[src/rtl/hazard_scoreboard.sv]
// hazard_scoreboard
//   Tracks destination registers of outstanding long-latency ops (loads and
//   divides that come back through the completion port). The ID instruction
//   is held for RAW, WAW, load-use and capacity hazards. A redirect from EX
//   flushes IF/ID and ID/EX.
//
//   Optional feature macro: HAZARD_CLR_BYPASS_EN
//     defined   : a register completing this cycle already counts as not
//                 pending, so a dependent stall drops in the completion cycle
//     undefined : only the registered pending state is used, so the stall
//                 drops one cycle after the completion
//
// Ports
//   clk, rst_n            clock, asynchronous active-low reset
//   id_valid              ID holds an instruction
//   id_rs1/id_rs2         ID source registers
//   id_rs1_rd/id_rs2_rd   the instruction really reads that source
//   id_rd, id_rd_wr       ID destination register and its write enable
//   id_long               ID instruction is long-latency
//   ex_is_load, ex_rd     short load currently in EX and its destination
//   cmp_valid, cmp_rd     long-op completion and its destination
//   br_taken              branch redirect resolved in EX
//   stall_if, stall_id    hold PC/IF-ID, hold ID and bubble EX
//   flush_id, flush_ex    kill IF/ID, kill ID/EX
//   busy                  some register is pending
//   inflight              number of outstanding long ops (0..4)
module hazard_scoreboard (
   input  logic       clk,
   input  logic       rst_n,
   input  logic       id_valid,
   input  logic [4:0] id_rs1,
   input  logic [4:0] id_rs2,
   input  logic       id_rs1_rd,
   input  logic       id_rs2_rd,
   input  logic [4:0] id_rd,
   input  logic       id_rd_wr,
   input  logic       id_long,
   input  logic       ex_is_load,
   input  logic [4:0] ex_rd,
   input  logic       cmp_valid,
   input  logic [4:0] cmp_rd,
   input  logic       br_taken,
   output logic       stall_if,
   output logic       stall_id,
   output logic       flush_id,
   output logic       flush_ex,
   output logic       busy,
   output logic [2:0] inflight
);

   localparam logic [2:0] MAX_INFLIGHT = 3'd4;

   logic [31:0] pending_q, pending_d;
   logic [2:0]  inflight_q, inflight_d;

   logic cmp_eff;
   logic live1, live2;
   logic pend1, pend2, pend_rd;
   logic cap;
   logic raw, waw, load_use, hazard;
   logic issue, long_issue;

   // A completion with nothing outstanding is stale (e.g. after a reset) and is ignored.
   assign cmp_eff = cmp_valid && (inflight_q != 3'd0);

   assign live1 = id_rs1_rd && (id_rs1 != 5'd0);
   assign live2 = id_rs2_rd && (id_rs2 != 5'd0);

`ifdef HAZARD_CLR_BYPASS_EN
   assign pend1   = pending_q[id_rs1] && !(cmp_eff && (cmp_rd == id_rs1));
   assign pend2   = pending_q[id_rs2] && !(cmp_eff && (cmp_rd == id_rs2));
   assign pend_rd = pending_q[id_rd]  && !(cmp_eff && (cmp_rd == id_rd));
   assign cap     = id_long && (inflight_q == MAX_INFLIGHT) && !cmp_eff;
`else
   // Registered state only: a stall survives the completion cycle itself.
   assign pend1   = pending_q[id_rs1];
   assign pend2   = pending_q[id_rs2];
   assign pend_rd = pending_q[id_rd];
   assign cap     = id_long && (inflight_q == MAX_INFLIGHT);
`endif

   assign raw      = (live1 && pend1) || (live2 && pend2);
   assign waw      = id_rd_wr && (id_rd != 5'd0) && pend_rd;
   assign load_use = ex_is_load && (ex_rd != 5'd0) &&
                     ((live1 && (ex_rd == id_rs1)) || (live2 && (ex_rd == id_rs2)));

   // A redirect overrides any stall: the ID instruction is being flushed anyway.
   assign hazard = id_valid && (raw || waw || load_use || cap) && !br_taken;

   assign issue      = id_valid && !hazard && !br_taken;
   assign long_issue = issue && id_long;

   assign stall_id = rst_n && hazard;
   assign stall_if = rst_n && hazard;
   assign flush_id = rst_n && br_taken;
   assign flush_ex = rst_n && br_taken;
   assign busy     = |pending_q;
   assign inflight = inflight_q;

   always_comb begin
      pending_d = pending_q;
      if (cmp_eff)
         pending_d[cmp_rd] = 1'b0;
      // Set is applied after clear so a same-register set wins.
      if (long_issue && id_rd_wr && (id_rd != 5'd0))
         pending_d[id_rd] = 1'b1;
      pending_d[0] = 1'b0;
   end

   always_comb begin
      inflight_d = inflight_q;
      if (long_issue && !cmp_eff) begin
         if (inflight_q != MAX_INFLIGHT)
            inflight_d = inflight_q + 3'd1;
      end else if (!long_issue && cmp_eff) begin
         inflight_d = inflight_q - 3'd1;
      end
   end

   always_ff @(posedge clk or negedge rst_n) begin
      if (!rst_n) begin
         pending_q  <= '0;
         inflight_q <= '0;
      end else begin
         pending_q  <= pending_d;
         inflight_q <= inflight_d;
      end
   end

endmodule
[config.mk]
export PLATFORM = sky130hd
export DESIGN_NAME = hazard_scoreboard
export DESIGN_NICKNAME = d
export VERILOG_FILES = /design/src/rtl/hazard_scoreboard.sv
export SDC_FILE = /design/constraint.sdc
export NUM_CORES = 1
export LEC_CHECK = 0
export ABC_CLOCK_PERIOD_IN_PS = 6600
export BUFFER_PORTS_ARGS = -buffer_cell sky130_fd_sc_hd__buf_2
export CAP_MARGIN = 20
export CORE_MARGIN = 1
export CORE_UTILIZATION = 45
export CTS_CLUSTER_DIAMETER = 200
export DETAILED_ROUTE_END_ITERATION = 8
export PLACE_DENSITY = 0.71
export SYNTH_ARGS = -nofsm -noshare
export SYNTH_HDL_FRONTEND = slang
export SYNTH_SLANG_ARGS = --single-unit
[constraint.sdc]
create_clock -name clk -period 6.6 [get_ports clk]
set_input_delay 1.32 -clock clk [delete_from_list [all_inputs] [get_ports clk]]
set_output_delay 1.32 -clock clk [all_outputs]
set_load 0.1 [all_outputs]
After elaboration in Yosys (flattened, before gate mapping):

Index checks and enable logic that the tools add are counted.

* bits in registers: 34
* bits in latches: 0
* bits in writable memories: 0
* memory bits (read-only): 0
* input port bits: 35
* output and inout port bits: 8
* logic and storage cells: 75
* memories kept: 0

* add/sub/neg operators: 2
* multipliers: 0
* div/mod/pow operators: 0
* order comparisons: 6
* equality and inequality tests: 5
* shift operators: 0
* mux-type cells: 15
* bitwise gates (word level): 3
* reduce and logical (&&, ||, !) cells: 42

Operators with widths (number)
* 2-to-1 mux 32 bit: 2
* AND 32 bit: 1
* NOT 32 bit: 1
* bitwise OR 32 bit: 1
* OR reduction 31 bit: 1
* logical AND 1 bit: 25
* < comparator 5 x 6 -> 1 bit (second input constant): 4
* nonzero test 5 bit: 4
* binary-select mux 1 bit (select 5 bit): 3
* demux 1 bit (select 5 bit): 2
* == test 5 bit: 2
* greater-or-equal comparator 5 x 1 -> 1 bit (second input constant): 2
* 2-to-1 mux 3 bit: 3
* logical OR 1 bit: 5
* 2-to-1 mux 1 bit: 5
* logical NOT 1 bit: 4
* adder 3 x 1 -> 3 bit (second input constant): 1
* == test 3 bit (second input constant): 1
* != test 3 bit (second input constant): 1
* nonzero test 3 bit: 1
* subtractor 3 x 1 -> 3 bit (second input constant): 1
* != test 2 x 1 -> 1 bit (second input constant): 1
* AND reduction 2 bit: 1
* nonzero test 2 bit: 1

Logic depth before layout (Yosys ltp):

Gate-level depths: netlist of the first run.

* depth in word-level cells: 17
* depth in mapped cells: 14

Least setup slack after synthesis of the first run:

No wires, ideal clock.

* kind: input to output
* start point: in id_rs1[2]
* end point: out stall_if
* arrival: 6413 ps
* setup slack: -1133 ps
* stages on the path: 9
* buffers on the path: 4
* path through: clkbuf_1 -> buf_2 -> mux4_2 -> nor3b_1 -> a2111oi_0 -> nor4_2 -> buf_4 -> nor4bb_1 -> buf_4

* longest elaborated chain between the ends: 10

RTL lines
* start, declared: line 31 `input logic [4:0] id_rs1,`
* binary-select mux 1 bit (select 5 bit) / nonzero test 5 bit (equally long branches): line 76, 66
* 2-to-1 mux 1 bit (not written as such) / logical AND 1 bit (equally long branches): line 76, 66
* logical AND 1 bit (on tied branches): line 82, 85
* logical OR 1 bit (on tied branches): line 82, 85
* logical OR 1 bit / logical AND 1 bit (equally long branches): line 88, 84
* logical OR 1 bit * (2 in a row): line 88 `assign hazard = id_valid && (raw || waw || load_use || cap) && !br_taken;`
* logical AND 1 bit * (2 in a row): line 88
* logical AND 1 bit *
* end, declared: line 43 `output logic stall_if,`

Every way passes the cells marked *; elsewhere a longest branch is shown, timed or not. The select of a mux whose other input is x is not followed.

Worst setup path in the final report of the first run:

* start point: in id_rs1[2]
* end point: out stall_if

* longest elaborated chain between the ends: 10

RTL lines
* binary-select mux 1 bit (select 5 bit) / nonzero test 5 bit (equally long branches): line 76, 66
* 2-to-1 mux 1 bit (not written as such) / logical AND 1 bit (equally long branches): line 76, 66
* logical AND 1 bit (on tied branches): line 82, 85
* logical OR 1 bit (on tied branches): line 82, 85
* logical OR 1 bit / logical AND 1 bit (equally long branches): line 88, 84
* logical OR 1 bit * (2 in a row): line 88
* logical AND 1 bit * (2 in a row): line 88
* logical AND 1 bit *: line 94 `assign stall_if = rst_n && hazard;`

Marks and branches as above.

==> impl_metrics.toml, run 1 <==
[sta]
timing.fmax_mhz = 204
hold_ws_ns = 0.622
worst_slew_margin_rel_pct = 28.3
worstMarginPinSlew_ns = 1.07
grt_setup_unrepaired = "false"
fin_crit_sh_pct = 74.2
clock_skew_ns = 0.0131
final-setup-viol-count = 0
period_minus_slack_ns = 4.90
finalMaxSlewViolations = 0
setup_total_negative_slack_ns = 0
timing_hold_violations_final = 0

[routing]
drt_first_iter_violations = 292
vias = 2604
remaining_antenna_violation_count_after_routing = 0
detail_route.drc_violations = 0
wire_per_inst_um = 20.3
detail_route.wirelength_mm = 8.00
routed_via_density = 6.61
firstDrtPassIters = 4

[synth]
syn-cell-area_um2 = 2730
yosys.area.top_type = "sky130_fd_sc_hd__dfrtp_1"
synthFlopType = "sky130_fd_sc_hd__dfrtp_1"
synth-seq-area-share_pct = 31.2
syn_avg_cell_area_um2 = 9.54
synth-seq-cells = 34
synth-edff-count = 0
synth.yosys.warnings = 0
synth.top_cells.by_area = "sky130_fd_sc_hd__dfrtp_1 (31%), sky130_fd_sc_hd__o21ai_0 (10%), sky130_fd_sc_hd__mux2i_1 (10%), sky130_fd_sc_hd__mux4_2 (5.8%), sky130_fd_sc_hd__xnor2_1 (3.2%)"
syn-instance-count = 286
yosysUniqueCellTypes = 49
postSynth.asyncResetShare_pct = 100
net_count_after_synthesis = 322
yosys.area.top_type_share_pct = 31.2

[die]
design.portCount = 43
floorplan.die.width_um = 79.9
start_util_pct = 48.1
die_area_um2 = 6380
placementRows = 27
core_area_um2 = 5680
fp.dieH_um = 79.9

[place]
cells_after_dpl = 386
gp_routability_congestion = 0.970
place.port_buffers = 42
place.detailed.hpwl_mm = 5.83

[clocking]
post-cts-setup-buffer-count = 0
ctsHoldBuffers = 0
clock-sinks = 34
htree_num_levels = 2
cts_made_buffers = 5
clkLatencyLatePin_ns = 0.30
clkSlewWorstSetupHoldPaths_ns = 0.07
cts_tree = "yes"
cts-resized-gates = 0
root_driver = "sky130_fd_sc_hd__clkbuf_8"
clock_path_buffers = 2

[grt]
grt_start_max_net_pins = 37
globalRouteTotalUtil_pct = 27.6
antenna_found_initial = 0
globalRouteOverflowTotal = 0
global_route_wire_length_before_repair_mm = 13.2
top_usage_layer = "met2"
grt.met1_usage_pct = 37.7
grt_util_met2_pct = 44.4
number_of_global_route_vias_before_repair = 2555
global_route.usage.met3_pct = 5.14

[critical_path]
setup.worst_path.start_class = "primary input"
regToRegStartpoint = "pending_q[14]"
crit_required_ns = 5.28
worst_setup_end_kind = "primary output"
worst-endpoint-arrival_ns = 3.58
timing.rr.end = "inflight[2]"
maximum_net_fanout_on_the_critical_path = 15
timing_worst_setup_path_type = "in -> out"
ff2ff_setup_slack_ns = 3.30
r2r.worst_path.cells = 12

[hold_path]
worstHoldStart = "pending_q[23]"
holdCritPathClass = "reg -> reg"
worstHoldEndpoint = "pending_q[23]"
hold_path_depth = 2

[final_layout]
final_layout_size_suffix_gt1_share_pct = 24.8
fraction_of_the_core_area_covered_by_cells_at_the_end_of_the_flow_pct = 54.5
layout-area-overhead-vs-synth_pct = 13.5
antenna-diode-count = 0
fin_nets = 357
final-instance-count-excl-fill = 394

[power_and_ir_drop]
totalPowerFinal_mw = 0.821
worst_case_vdd_ir_drop_uv = 160
total_power_density_per_cell_area_nw_per_um2 = 265
p_leak_nw = 1.27

[outcome]
status = "completed"

[job]
drv_cap = 0
## logic make-up (layout without fill, tap and decap cells)
group / after synthesis / count (layout) / share of synthesized area (%)
buffers and inverters: 15 / 51 / 3.07
AND/OR/NAND/NOR: 95 / 95 / 21.8
AO/OA/AOI/OAI: 89 / 89 / 19.5
multiplexers: 41 / 41 / 19.6
adder cells (fa/ha/maj): 1 / 1 / 0.734
flip-flops: 34 / 34 / 31.2
XOR/XNOR: 11 / 11 / 4.04
## how the worst max path moves through the flow
stage / from / endpoint / slack (ns) / cells after the start
floorplan: id_rs1[2] / stall_if / 0.08 / 9
global placement: id_rs1[2] / stall_if / 1.75 / 8
detailed placement: id_rs1[2] / stall_id / 1.70 / 8
CTS: id_rs1[2] / stall_id / 1.67 / 8
global route: id_rs1[2] / stall_id / 1.48 / 8
finish: id_rs1[2] / stall_if / 1.70 / 8
## metal layers
metal / share of wire (%) / up-vias
met5: 0 / -
li1: - / 1196
met2: 46 / 124
met1: 44 / 1272
met4: 1.1 / 0
met3: 8.9 / 12
## cell usage after synthesis (6+ instances only)
cell type                  count
sky130_fd_sc_hd__nor4_1        9
sky130_fd_sc_hd__nand3b_1      8
sky130_fd_sc_hd__nand3_1      15
sky130_fd_sc_hd__o22ai_1       9
sky130_fd_sc_hd__o21ai_2       9
sky130_fd_sc_hd__nor2_1        6
sky130_fd_sc_hd__mux2i_1      28
sky130_fd_sc_hd__mux4_2        7
sky130_fd_sc_hd__nand2_1      13
sky130_fd_sc_hd__xnor2_1      10
sky130_fd_sc_hd__o21ai_0      57
sky130_fd_sc_hd__nand2b_1      9
sky130_fd_sc_hd__dfrtp_1      34
## power breakdown
part	total [mW]	internal [mW]	switching, mW	leakage [nW]
logic	0.308	0.100	0.207	0.738
clock network	0.239	0.151	0.0876	0.0683
registers	0.274	0.232	0.0426	0.464
total	0.821	0.483	0.338	1.27
## layout make-up
type                    count  area, um2
fillers                   530       2580
multi-input cells         237       1800
flip-flops and latches     34        851
repair buffers             43        218
well taps                  72       90.1
clock buffers               5       68.8
clock inverters             3       68.8
## cell usage in the layout, fill, tap and decap left out, drive strengths merged, types with 2 or more instances in the layout
| cell type | netlist | routed |
|---|---|---|
| o21ai | 66 | 66 |
| buf | 11 | 43 |
| dfrtp | 34 | 34 |
| mux2i | 28 | 28 |
| nand3 | 15 | 15 |
| nand2 | 13 | 13 |
| xnor2 | 10 | 10 |
| nor4 | 10 | 10 |
| nand2b | 9 | 9 |
| o22ai | 9 | 9 |
| mux4 | 9 | 9 |
| nand3b | 8 | 8 |
| nor2 | 6 | 6 |
| nand4 | 6 | 6 |
| or3b | 6 | 6 |
| clkbuf | 4 | 5 |
| nor2b | 4 | 4 |
| mux2 | 4 | 4 |
| or3 | 4 | 4 |
| or4 | 4 | 4 |
| nand4b | 3 | 3 |
| a2111oi | 2 | 2 |
| a22oi | 2 | 2 |
| and2 | 2 | 2 |
| a22o | 2 | 2 |
| bufinv | 0 | 2 |
## state kept, by name, indices dropped and copies added (netlist names)
register   flops
pending_q     31
inflight       3
## critical path: stages
cell                        delay (ns)
sky130_fd_sc_hd__buf_2            0.32
sky130_fd_sc_hd__mux4_2           0.27
sky130_fd_sc_hd__mux2i_1          0.06
sky130_fd_sc_hd__a2111oi_0        0.52
sky130_fd_sc_hd__nor4_2           0.10
sky130_fd_sc_hd__buf_4            0.20
sky130_fd_sc_hd__nor4bb_2         0.30
sky130_fd_sc_hd__buf_2            0.48
## stage by stage
stage / worst slack [ns] / instance area [um2]
after global placement: 1.75 / 2960
after detailed placement: 1.70 / 2960
final: 1.70 / 3100
after global routing: 1.48 / 3100
after CTS: 1.67 / 3100
after floorplan: 0.0783 / 2730
No activity file was read; power rests on OpenSTA's default activity.
==> run 2: changes to the inputs <==
--- a/config.mk
+++ b/config.mk
@@ -5,14 +5,14 @@
 export SDC_FILE = /design/constraint.sdc
 export NUM_CORES = 1
 export LEC_CHECK = 0
-export ABC_CLOCK_PERIOD_IN_PS = 6600
+export ABC_CLOCK_PERIOD_IN_PS = 4400
 export BUFFER_PORTS_ARGS = -buffer_cell sky130_fd_sc_hd__buf_2
 export CAP_MARGIN = 20
 export CORE_MARGIN = 1
 export CORE_UTILIZATION = 45
 export CTS_CLUSTER_DIAMETER = 200
 export DETAILED_ROUTE_END_ITERATION = 8
-export PLACE_DENSITY = 0.71
+export PLACE_DENSITY = 0.73
 export SYNTH_ARGS = -nofsm -noshare
 export SYNTH_HDL_FRONTEND = slang
 export SYNTH_SLANG_ARGS = --single-unit
==> constraint.sdc (replaced) <==
create_clock -name clk -period 4.4 [get_ports clk]
set_input_delay 0.88 -clock clk [delete_from_list [all_inputs] [get_ports clk]]
set_output_delay 0.88 -clock clk [all_outputs]
set_load 0.1 [all_outputs]
==> impl_metrics.toml, run 2 (synthesis results as in run 1) <==
[clocking]
post-cts-setup-buffer-count = 0
root_driver = "sky130_fd_sc_hd__clkbuf_8"
clock_path_buffers = 2
ctsHoldBuffers = 0
cts-resized-gates = 0
clkSlewWorstSetupHoldPaths_ns = 0.07
clkLatencyLatePin_ns = 0.29
htree_num_levels = 2
cts_made_buffers = 5
cts_tree = "yes"
clock-sinks = 34

[routing]
detail_route.drc_violations = 0
routed_via_density = 6.62
firstDrtPassIters = 4
drt_first_iter_violations = 236
remaining_antenna_violation_count_after_routing = 0
wire_per_inst_um = 19.8
vias = 2620
detail_route.wirelength_mm = 7.85

[critical_path]
path_cells = "buf_2 > mux4_1 > mux2_2 > nand3_1 > a32oi_1 > nor4_2 > nor4bb_4 > buf_2"
worst_setup_end_kind = "primary output"
critical_path.max_stage_delay_ns = 0.59
timing.rr.end = "inflight[2]"
timing_worst_setup_path_type = "in -> out"
ff2ff_setup_slack_ns = 1.05
crit_path_frequent_cell = "sky130_fd_sc_hd__buf_2"
crit_required_ns = 3.52
regToRegStartpoint = "pending_q[5]"
critical-path-slowest-cell = "sky130_fd_sc_hd__mux4_1"
setup.worst_path.start_class = "primary input"
r2r.worst_path.cells = 10
maximum_net_fanout_on_the_critical_path = 12
worst-endpoint-arrival_ns = 3.12

[place]
placedInstanceArea_um2 = 2990
cells_after_dpl = 388
place.port_buffers = 42
place.detailed.hpwl_mm = 5.74
gp_routability_congestion = 0.965
pre_cts_ws_ns = 0.285

[power_and_ir_drop]
reg_power_share_pct = 36.7
combPwrFrac_pct = 41.6
power.clock.fraction_pct = 21.7
total_power_density_per_cell_area_nw_per_um2 = 365
p_int_mw = 0.627
worst_case_vdd_ir_drop_uv = 200
p_leak_nw = 1.27
switching_share_pct = 44.3
p_switching_mw = 0.498

[final_layout]
final-instance-count-excl-fill = 396
antenna-diode-count = 0
largest_register_ff_count = 31
most_frequent_cells_in_the_layout = "sky130_fd_sc_hd__o21ai_0 (57), sky130_fd_sc_hd__buf_2 (42), sky130_fd_sc_hd__dfrtp_1 (34)"
layout.cells.most_common = "sky130_fd_sc_hd__o21ai_0"
final_design_area_no_fill_um2 = 3080
final_layout_size_suffix_gt1_share_pct = 25.3
max_flop_register = "pending_q"
fin_nets = 359
layout-area-overhead-vs-synth_pct = 12.9

[die]
fp.dieH_um = 79.9
die_area_um2 = 6380
placementRows = 27
design.portCount = 43
start_util_pct = 48.1
core_area_um2 = 5680
floorplan.die.width_um = 79.9

[sta]
timing_hold_violations_final = 0
period_minus_slack_ns = 4.00
worst_slew_margin_rel_pct = 32.2
worstMarginPinSlew_ns = 1.01
final-setup-viol-count = 0
timing.fmax_mhz = 250
fin_crit_sh_pct = 90.8
worst_slack_ns = 0.403
clock_skew_ns = 0.00180
finalMaxSlewViolations = 0
grt_setup_unrepaired = "false"

[hold_path]
holdCritPathClass = "in -> async"

[grt]
global_route_wire_length_before_repair_mm = 12.9
globalRouteTotalUtil_pct = 26.9
grt.met1_usage_pct = 37.3
grt_util_met2_pct = 39.9
globalRouteOverflowTotal = 0
antenna_found_initial = 0
number_of_global_route_vias_before_repair = 2543
top_usage_layer = "met2"
global_route.usage.met3_pct = 6.06
grt_start_max_net_pins = 34

[outcome]
status = "completed"

[job]
drv_cap = 0
run 2: power groups by stage:
stage / clock network (mW) / logic (mW) / registers [mW]
after floorplan: 0 / 0.269 / 0.492
after global placement: 0 / 0.460 / 0.416
after detailed placement: 0 / 0.464 / 0.416
after CTS: 0.245 / 0.469 / 0.410
after global routing: 0.260 / 0.506 / 0.419
final: 0.244 / 0.468 / 0.413
run 2: layout make-up:
| class | instances | area [um2] |
|---|---|---|
| Clock buffer | 7 | 86.3 |
| Clock inverter | 1 | 5.00 |
| Multi-Input combinational cell | 237 | 1810 |
| Timing Repair Buffer | 45 | 233 |
| Fill cell | 525 | 2600 |
| Sequential cell | 34 | 851 |
| Tap cell | 72 | 90.1 |
run 2: how the worst max path moves through the flow:
stage | startpoint | end | slack, ns | depth (start not counted)
4_1_cts | id_rs2[0] | stall_id | 0.40 | 8
3_5_place_dp | id_rs2[0] | inflight[2] | 0.28 | 12
2_1_floorplan | id_rs2[0] | stall_if | -0.04 | 9
3_3_place_gp | id_rs2[0] | inflight[2] | 0.39 | 12
5_1_grt | id_rs2[0] | stall_id | 0.31 | 8
6_report | id_rs2[0] | stall_id | 0.40 | 8
run 2: through the flow:
| step | total power, mW | setup TNS, ns | hold slack [ns] | util [%] |
|---|---|---|---|---|
| after floorplan | 0.761 | -0.0426 | 0.524 | - |
| after global placement | 0.876 | 0 | 0.583 | 52.6 |
| after detailed placement | 0.880 | 0 | 0.601 | 52.6 |
| after CTS | 1.12 | 0 | 0.381 | 54.3 |
| after global routing | 1.19 | 0 | 0.375 | 54.3 |
| final | 1.13 | 0 | 0.383 | 54.3 |
run 2: per-layer routing:
metal | wire (um) | vias to the layer above
met5 | 0 | -
met4 | 167 | 0
met3 | 679 | 18
met2 | 3490 | 124
met1 | 3520 | 1274
li1 | - | 1204
run 2: critical path, delay by kind of cell:
family          cells  cell delay (ns)
compound gates      1             0.11
buf+inv             2             0.57
mux                 2             0.86
simple gates        3             0.69
==> run 3: changes to the inputs <==
--- a/config.mk
+++ b/config.mk
@@ -9,10 +9,10 @@
 export BUFFER_PORTS_ARGS = -buffer_cell sky130_fd_sc_hd__buf_2
 export CAP_MARGIN = 20
 export CORE_MARGIN = 1
-export CORE_UTILIZATION = 45
+export CORE_UTILIZATION = 50
 export CTS_CLUSTER_DIAMETER = 200
 export DETAILED_ROUTE_END_ITERATION = 8
-export PLACE_DENSITY = 0.73
+export PLACE_DENSITY = 0.8
 export SYNTH_ARGS = -nofsm -noshare
 export SYNTH_HDL_FRONTEND = slang
 export SYNTH_SLANG_ARGS = --single-unit
==> constraint.sdc (replaced) <==
create_clock -name clk -period 4.4 [get_ports clk]
set_input_delay 0.44 -clock clk [delete_from_list [all_inputs] [get_ports clk]]
set_output_delay 0.44 -clock clk [all_outputs]
set_load 0.1 [all_outputs]
==> impl_metrics.toml, run 3 (synthesis results as in run 1) <==
[sta]
period_minus_slack_ns = 3.26
hold_ws_ns = 0.235
worstMarginPinSlew_ns = 0.784
worst_slew_margin_rel_pct = 47.8
worst_slack_ns = 1.14
finalMaxSlewViolations = 0
grt_setup_unrepaired = "false"
clock_skew_ns = 0.00309
final-setup-viol-count = 0
setup_total_negative_slack_ns = 0
timing_hold_violations_final = 0
timing.fmax_mhz = 307
fin_crit_sh_pct = 74.1

[critical_path]
crit_required_ns = 4.62
timing_worst_setup_path_type = "in -> reg"
cp_top_family = "simple AND/OR/NAND/NOR gates"
critical_path.max_stage_delay_ns = 0.58
worst-endpoint-arrival_ns = 3.48
maximum_net_fanout_on_the_critical_path = 12
path_cells = "buf_2 > mux4_1 > mux2_2 > nand3_1 > a32oi_1 > nor4_2 > buf_4 > and2_1 > nand2_1 > fa_1 > or3_1 > a22o_1 > nand3_1"
buf_inv_on_cp = 2
critical-path-slowest-cell = "sky130_fd_sc_hd__mux4_1"
setup.worst_path.start_class = "primary input"
crit_path_frequent_cell = "sky130_fd_sc_hd__nand3_1"
worst_setup_end_kind = "flop"

[hold_path]
holdCritPathClass = "in -> async"

[place]
pre_cts_ws_ns = 0.835
place.port_buffers = 42
gp_routability_congestion = 0.978
place.detailed.hpwl_mm = 5.57

[clocking]
clock_path_buffers = 2
clkSlewWorstSetupHoldPaths_ns = 0.07
clock-sinks = 34
ctsHoldBuffers = 0
root_driver = "sky130_fd_sc_hd__clkbuf_8"
htree_num_levels = 2
clkLatencyLatePin_ns = 0.28
cts-resized-gates = 0
cts_tree = "yes"
post-cts-setup-buffer-count = 0
cts_made_buffers = 5

[final_layout]
fin_nets = 358
layout.cells.most_common = "sky130_fd_sc_hd__o21ai_0"
layout-area-overhead-vs-synth_pct = 12.0
final_layout_size_suffix_gt1_share_pct = 24.6
max_flop_register = "pending_q"
largest_register_ff_count = 31
final.fill_count = 449
antenna-diode-count = 0
most_frequent_cells_in_the_layout = "sky130_fd_sc_hd__o21ai_0 (57), sky130_fd_sc_hd__buf_2 (42), sky130_fd_sc_hd__dfrtp_1 (34)"

[power_and_ir_drop]
p_switching_mw = 0.481
combPwrFrac_pct = 42.0
switching_share_pct = 43.6
p_int_mw = 0.623
reg_power_share_pct = 37.5
p_leak_nw = 1.26
power.clock.fraction_pct = 20.5
worst_case_vdd_ir_drop_uv = 366
total_power_density_per_cell_area_nw_per_um2 = 362

[routing]
firstDrtPassIters = 4
wire_per_inst_um = 19.4
routed_via_density = 6.71
vias = 2624
drt_first_iter_violations = 271
detail_route.wirelength_mm = 7.59
remaining_antenna_violation_count_after_routing = 0
detail_route.drc_violations = 0

[die]
core_area_um2 = 5170
floorplan.die.width_um = 75.9
placementRows = 26
fp.dieH_um = 75.9
start_util_pct = 52.7
die_area_um2 = 5750
design.portCount = 43

[grt]
number_of_global_route_vias_before_repair = 2437
globalRouteTotalUtil_pct = 29.5
grt_start_max_net_pins = 37
antenna_found_initial = 0
global_route_wire_length_before_repair_mm = 12.4
globalRouteOverflowTotal = 0

[job]
drv_cap = 0

[outcome]
status = "completed"
-- run 3: power groups by stage --
| stage | Combinational (mW) | Sequential (mW) | Clock [mW] |
|---|---|---|---|
| 2_1_floorplan | 0.266 | 0.492 | 0 |
| 3_3_place_gp | 0.454 | 0.415 | 0 |
| 3_5_place_dp | 0.461 | 0.416 | 0 |
| 4_1_cts | 0.463 | 0.411 | 0.229 |
| 5_1_grt | 0.500 | 0.420 | 0.243 |
| 6_report | 0.464 | 0.414 | 0.227 |
-- run 3: per-layer routing --
layer  GRT usage [%]  part of all wire [%]  wire, um  vias up
li1                -                     -         -     1198
met1            40.4                    42      3220     1291
met2            48.0                    48      3640      124
met3            5.29                   8.4       637       11
met4            8.85                   1.2        89        0
met5               0                     0         0        -
-- run 3: final cells by class --
type	count	area [um2]	area share (%)
flip-flops and latches	34	851	27.9
well taps	70	87.6	2.87
repair buffers	44	225	7.37
clock buffers	6	82.6	2.70
multi-input cells	237	1810	59.2
-- run 3: final timing paths --
kind / slack [ns] / depth (start not counted) / from / endpoint
worst min register to register: 0.61 / 2 / pending_q[3] / pending_q[3]
worst min-delay path: 0.24 / 1 / rst_n / pending_q[11]
max in group asynchronous: 3.67 / 1 / rst_n / pending_q[22]
worst max register to register: 1.17 / 12 / pending_q[11] / inflight[2]
min in group clk: 0.47 / 3 / cmp_valid / inflight[1]
worst max-delay path: 1.14 / 13 / id_rs2[0] / inflight[2]
-- run 3: worst register-to-register path, stage by stage, from the launching register on --
cell and delay, ns:
sky130_fd_sc_hd__dfrtp_1 0.45, sky130_fd_sc_hd__mux4_1 0.52, sky130_fd_sc_hd__mux2_2 0.27, sky130_fd_sc_hd__nand3_1 0.08
sky130_fd_sc_hd__a32oi_1 0.10, sky130_fd_sc_hd__nor4_2 0.27, sky130_fd_sc_hd__buf_4 0.23, sky130_fd_sc_hd__and2_1 0.18
sky130_fd_sc_hd__nand2_1 0.07, sky130_fd_sc_hd__fa_1 0.39, sky130_fd_sc_hd__or3_1 0.35, sky130_fd_sc_hd__a22o_1 0.20
sky130_fd_sc_hd__nand3_1 0.06
-- run 3: metrics by stage --
step / area [um2] / utilization (%) / instances / power (mW)
CTS: 3050 / 59.0 / 391 / 1.10
detailed placement: 2970 / 57.5 / 385 / 0.878
finish: 3050 / 59.0 / 391 / 1.10
floorplan: 2740 / - / 286 / 0.758
global route: 3050 / 59.0 / 391 / 1.16
global placement: 2970 / 57.5 / 385 / 0.869
